**src/rtl/seq_div_if.sv**
```systemverilog
// seq_div_if: request/result bundle between operand fetch and the DIV/IDIV unit
interface seq_div_if #(parameter int W = 8);
    logic           start;
    logic           signed_op;
    logic [2*W-1:0] dividend;
    logic [W-1:0]   divisor;
    logic           busy;
    logic           done;
    logic           div_err;
    logic [W-1:0]   quotient;
    logic [W-1:0]   remainder;
    modport master (output start, signed_op, dividend, divisor,
                    input  busy, done, div_err, quotient, remainder);
    modport slave  (input  start, signed_op, dividend, divisor,
                    output busy, done, div_err, quotient, remainder);
endinterface

```
**src/rtl/seq_div_unit.sv**
```systemverilog
// seq_div_unit: iterative 8086 DIV/IDIV, AX / r8 -> AL quotient, AH remainder.
// Radix-2 restoring division on magnitudes, then sign fix and range check.
module seq_div_unit #(parameter int W = 8) (
    input  logic     clk,
    input  logic     rst_n,
    seq_div_if.slave bus
);
    localparam int CW = $clog2(2*W);
    typedef enum logic [1:0] {IDLE, SETUP, ITER, FIX} state_t;
    state_t         state;
    logic           sop, zerr, sd, sv;
    logic [2*W-1:0] dvd, quo;
    logic [W-1:0]   dvs;
    logic [W:0]     dmag, rem;
    logic [CW-1:0]  cnt;
    logic [W+1:0]   trial;
    logic           ovf;
    logic [W-1:0]   q_fix, r_fix;
    // IDIV traps on -128 as well, so any magnitude above 127 overflows
    always_comb begin
        trial = {rem, quo[2*W-1]} - {1'b0, dmag};
        ovf   = sop ? |quo[2*W-1:W-1] : |quo[2*W-1:W];
        q_fix = (sd ^ sv) ? -quo[W-1:0] : quo[W-1:0];
        r_fix = sd ? -rem[W-1:0] : rem[W-1:0];
    end
    always_ff @(posedge clk or negedge rst_n) begin
        if (!rst_n) begin
            state         <= IDLE;
            sop           <= 1'b0;
            zerr          <= 1'b0;
            sd            <= 1'b0;
            sv            <= 1'b0;
            dvd           <= '0;
            dvs           <= '0;
            quo           <= '0;
            dmag          <= '0;
            rem           <= '0;
            cnt           <= '0;
            bus.busy      <= 1'b0;
            bus.done      <= 1'b0;
            bus.div_err   <= 1'b0;
            bus.quotient  <= '0;
            bus.remainder <= '0;
        end else begin
            bus.done <= 1'b0;
            case (state)
                IDLE: if (bus.start) begin
                    sop      <= bus.signed_op;
                    dvd      <= bus.dividend;
                    dvs      <= bus.divisor;
                    bus.busy <= 1'b1;
                    state    <= SETUP;
                end
                SETUP: begin
                    zerr  <= dvs == '0;
                    sd    <= sop & dvd[2*W-1];
                    sv    <= sop & dvs[W-1];
                    quo   <= (sop & dvd[2*W-1]) ? -dvd : dvd;
                    dmag  <= (sop & dvs[W-1]) ? -{dvs[W-1], dvs} : {1'b0, dvs};
                    rem   <= '0;
                    cnt   <= CW'(2*W-1);
                    state <= (dvs == '0) ? FIX : ITER;
                end
                ITER: begin
                    rem   <= trial[W+1] ? {rem[W-1:0], quo[2*W-1]} : trial[W:0];
                    quo   <= {quo[2*W-2:0], ~trial[W+1]};
                    cnt   <= cnt - 1'b1;
                    state <= (cnt == '0) ? FIX : ITER;
                end
                FIX: begin
                    bus.div_err <= zerr | ovf;
                    if (!(zerr | ovf)) begin
                        bus.quotient  <= q_fix;
                        bus.remainder <= r_fix;
                    end
                    bus.done <= 1'b1;
                    bus.busy <= 1'b0;
                    state    <= IDLE;
                end
                default: state <= IDLE;
            endcase
        end
    end
endmodule

```
**src/flat_wrapper.sv**
```systemverilog
// flat-port wrapper written by rule: the top's interface ports become plain ports
module seq_div_unit_flat 
#(parameter int W = 8)
  (clk, rst_n, bus_start, bus_signed_op, bus_dividend, bus_divisor, bus_busy, bus_done, bus_div_err, bus_quotient, bus_remainder);
  seq_div_if #(.W(W)) bus_i ();
  input  logic clk;
  input  logic rst_n;
  input wire logic [$bits(bus_i.start)-1:0] bus_start;
  input wire logic [$bits(bus_i.signed_op)-1:0] bus_signed_op;
  input wire logic [$bits(bus_i.dividend)-1:0] bus_dividend;
  input wire logic [$bits(bus_i.divisor)-1:0] bus_divisor;
  output wire logic [$bits(bus_i.busy)-1:0] bus_busy;
  output wire logic [$bits(bus_i.done)-1:0] bus_done;
  output wire logic [$bits(bus_i.div_err)-1:0] bus_div_err;
  output wire logic [$bits(bus_i.quotient)-1:0] bus_quotient;
  output wire logic [$bits(bus_i.remainder)-1:0] bus_remainder;
  assign bus_i.start = bus_start;
  assign bus_i.signed_op = bus_signed_op;
  assign bus_i.dividend = bus_dividend;
  assign bus_i.divisor = bus_divisor;
  assign bus_busy = bus_i.busy;
  assign bus_done = bus_i.done;
  assign bus_div_err = bus_i.div_err;
  assign bus_quotient = bus_i.quotient;
  assign bus_remainder = bus_i.remainder;
  seq_div_unit #(.W(W)) u_core (.clk(clk), .rst_n(rst_n), .bus(bus_i));
endmodule
```
**config.mk**
```make
export PLATFORM = sky130hd
export DESIGN_NAME = seq_div_unit_flat
export DESIGN_NICKNAME = d
export VERILOG_FILES = /design/src/rtl/seq_div_if.sv /design/src/rtl/seq_div_unit.sv /design/src/flat_wrapper.sv
export SDC_FILE = /design/constraint.sdc
export NUM_CORES = 1
export LEC_CHECK = 0
export ABC_AREA = 1
export CAP_MARGIN = 15
export CORE_ASPECT_RATIO = 1.75
export CORE_UTILIZATION = 52
export CTS_BUF_LIST = sky130_fd_sc_hd__clkbuf_4 sky130_fd_sc_hd__clkbuf_8 sky130_fd_sc_hd__clkbuf_16
export CTS_CLUSTER_DIAMETER = 200
export CTS_CLUSTER_SIZE = 28
export DETAILED_ROUTE_END_ITERATION = 7
export PLACE_DENSITY = 0.71
export SETUP_SLACK_MARGIN = 0.5
export SKIP_LAST_GASP = 1
export SLEW_MARGIN = 20
export SYNTH_ARGS = -nofsm -noshare
export SYNTH_HDL_FRONTEND = slang
export SYNTH_SLANG_ARGS = --single-unit
```
**constraint.sdc**
```tcl
create_clock -name clk -period 2.7 [get_ports clk]
set_clock_uncertainty 0.05 [all_clocks]
set_input_delay 0.54 -clock clk [delete_from_list [all_inputs] [get_ports clk]]
set_output_delay 0.54 -clock clk [all_outputs]
set_load 0.01 [all_outputs]
```
==> out/metrics.yaml <==
cts_hold_buf: 0
cp-end-kind: "flip-flop"
async_flop_share_pct: 100.0
grt_pass1_wl_um: 18650
fin_tns_setup_ps: 0
required_ps: 2860
post_cts_buffers: 0
syn_area_mm2: 0.004964
cts_buffers: 9
cts_resized: 0
fmax_ghz: 0.4888
diodes: 0
maxSlewViolCount: 0
final_cell_mix: "177 x nand2_1, 87 x dfrtp_1, 84 x inv_1"
wire_per_inst_um: 14.17
ys_seq_elements: 87
worstSkewPairLatency_ps: 340
fin_ws_ps: 654.2
dieWidth_um: 75.86
die_area_mm2: 0.009956
nNetsFinal: 718
grt_setup_unrepaired: "no"
p_total_mw: 7.035
die_h_um: 131.2
viasPerCell: 5.283
min_period_ps: 2046
antenna_found_initial: 0
cts-htree-levels: 3
numClockSinks: 87
vias: 4200
drive_gt1_share_pct: 8.593
grt_pass1_vias: 4137
drt_iter0_markers: 234
path_class: "flip-flop to flip-flop"
portBuffers: 46
grt_start_max_net_pins: 48
rows: 46
dp_slack_ps: 661.7
cp-start-kind: "flip-flop"
clk_transition_reported_paths_ps: 60
synth_ff_type: "dfrtp_1"
synthCells: 622
finalCritPeriodShare_pct: 75.77
start_util_pct: 54.24
worstMarginPinSlew_ps: 619.2
place_congestion: 0.8711
wirelength_um: 11260
synth_nets: 670
power.leakage_nw: 2.870
hold_class: "input pin to async pin"
cts_buffer_depth: 2
cts_tree: "built"
worstPathMaxFanout: 10
synth.distinct_cells: 40
final_core_util_pct: 63.81
synth-edff-count: 0
arrival_ps: 2210
cap_violations: 0
hold_viol: 0
final_common_cell: "nand2_1"
finalSetupViolCount: 0
grtUsageTotal_pct: 24.84
avgSynthCellArea_um2: 7.980
drtAntennaViolNets: 0
slew_headroom_pct: 58.72
ys_seq_area_share_pct: 43.86
syn2layout_area_growth_pct: 17.65
overflow: 0
pwr_density_cell_mw_per_mm2: 1205
core_area_mm2: 0.009151
status: "completed"
first_pass_iters: 5
vdd.ir_drop.worst_uv: 728.1
dp_hpwl_um: 8576
clockRootBuffer: "clkbuf_16"
drc: 0
yosys_warnings: 0
ios: 47
[metal layers]
layer  global-route usage (%)  wire, um  part of all wire [%]
met5                        0         0                     0
met4                    13.37       498                   4.4
met3                    3.834       323                   2.9
met2                    44.40      6160                    55
met1                    26.37      4279                    38
[kinds of logic (layout without fill, tap and decap cells)]
logic type	after synthesis	count (layout)	share of synthesized area, %
AOI/OAI and AO/OA	94	94	11.67
DFF	87	87	43.86
adders and majority gates	20	20	5.193
buffers and inverters	108	161	8.520
xor gates and xnor gates	27	27	4.916
and+or+nand+nor	286	286	25.84
[registers in the layout, indices dropped and copies added (netlist names), 4 cells and up]
signal and flops:
u_core.bus.quotient 8, u_core.dvs 8, u_core.dvd 16, u_core.dmag 9
u_core.rem 9, u_core.cnt 4, u_core.quo 16, u_core.bus.remainder 8
[critical path, cell delays in order (launching register included)]
cell,delay [ps]
dfrtp_1,470
ha_1,400
nand2_1,110
nand2_2,80
a21oi_4,190
nand4_2,310
nand3_1,200
o211ai_1,100
[final timing paths]
kind                                         start                 endpoint  slack, ps  cells past startpoint
setup / recovery                     u_core.rem[5]            u_core.quo[0]        650                      7
max in group asynchronous                    rst_n           u_core.dvd[11]       1820                      2
min in group clk           u_core.bus.remainder[4]  u_core.bus.remainder[4]        430                      2
setup reg to reg                     u_core.rem[5]            u_core.quo[0]        650                      7
hold reg to reg            u_core.bus.remainder[4]  u_core.bus.remainder[4]        430                      2
hold / removal                               rst_n           u_core.dmag[7]        160                      1
[synth_stat cells (2+ instances only)]
cell	instances	area share, %
nand2_1	177	13
dfrtp_1	87	44
inv_1	84	6.4
o21ai_0	51	5.1
nand3_1	48	4.8
nor2_1	25	1.9
xor2_1	25	4.4
ha_1	19	4.8
o22ai_1	10	1.3
nand2_2	9	1.1
clkbuf_1	8	0.61
inv_2	7	0.53
nand3b_1	6	0.91
nand4_1	6	0.76
buf_2	5	0.50
o21ai_1	5	0.50
o21bai_1	5	0.76
o221ai_1	5	0.88
a21oi_1	4	0.40
buf_4	3	0.45
nand3_2	3	0.61
o211ai_1	3	0.45
o21bai_2	3	0.68
o31ai_1	3	0.45
nand2_4	2	0.45
nand4_2	2	0.50
nor2_2	2	0.25
nor2_4	2	0.45
nor3_1	2	0.20
[where the power goes]
part	total [mW]	switching (mW)	internal (mW)	leakage, nW
registers	2.23	0.400	1.83	1.11
logic	3.64	2.25	1.39	1.63
clock network	1.17	0.511	0.657	0.135
total	7.03	3.16	3.87	2.87
[layout make-up]
type	instances	area, um2
fill	828	3312
multi-input combinational	427	2364
sequential	87	2177
timing repair buffer	53	523.0
inverter	92	345.3
clock buffer	11	246.5
tap	120	150.1
clock inverter	5	33.78
[metrics by stage]
stage	hold WS, ps	instance area [um2]	std cells
after detailed placement	421.6	5559	779
final	161.6	5839	795
after global placement	414.7	5559	779
after global routing	211.2	5839	795
after CTS	191.8	5839	795
after floorplan	194.4	4964	622
No activity file was read; power rests on OpenSTA's default activity.
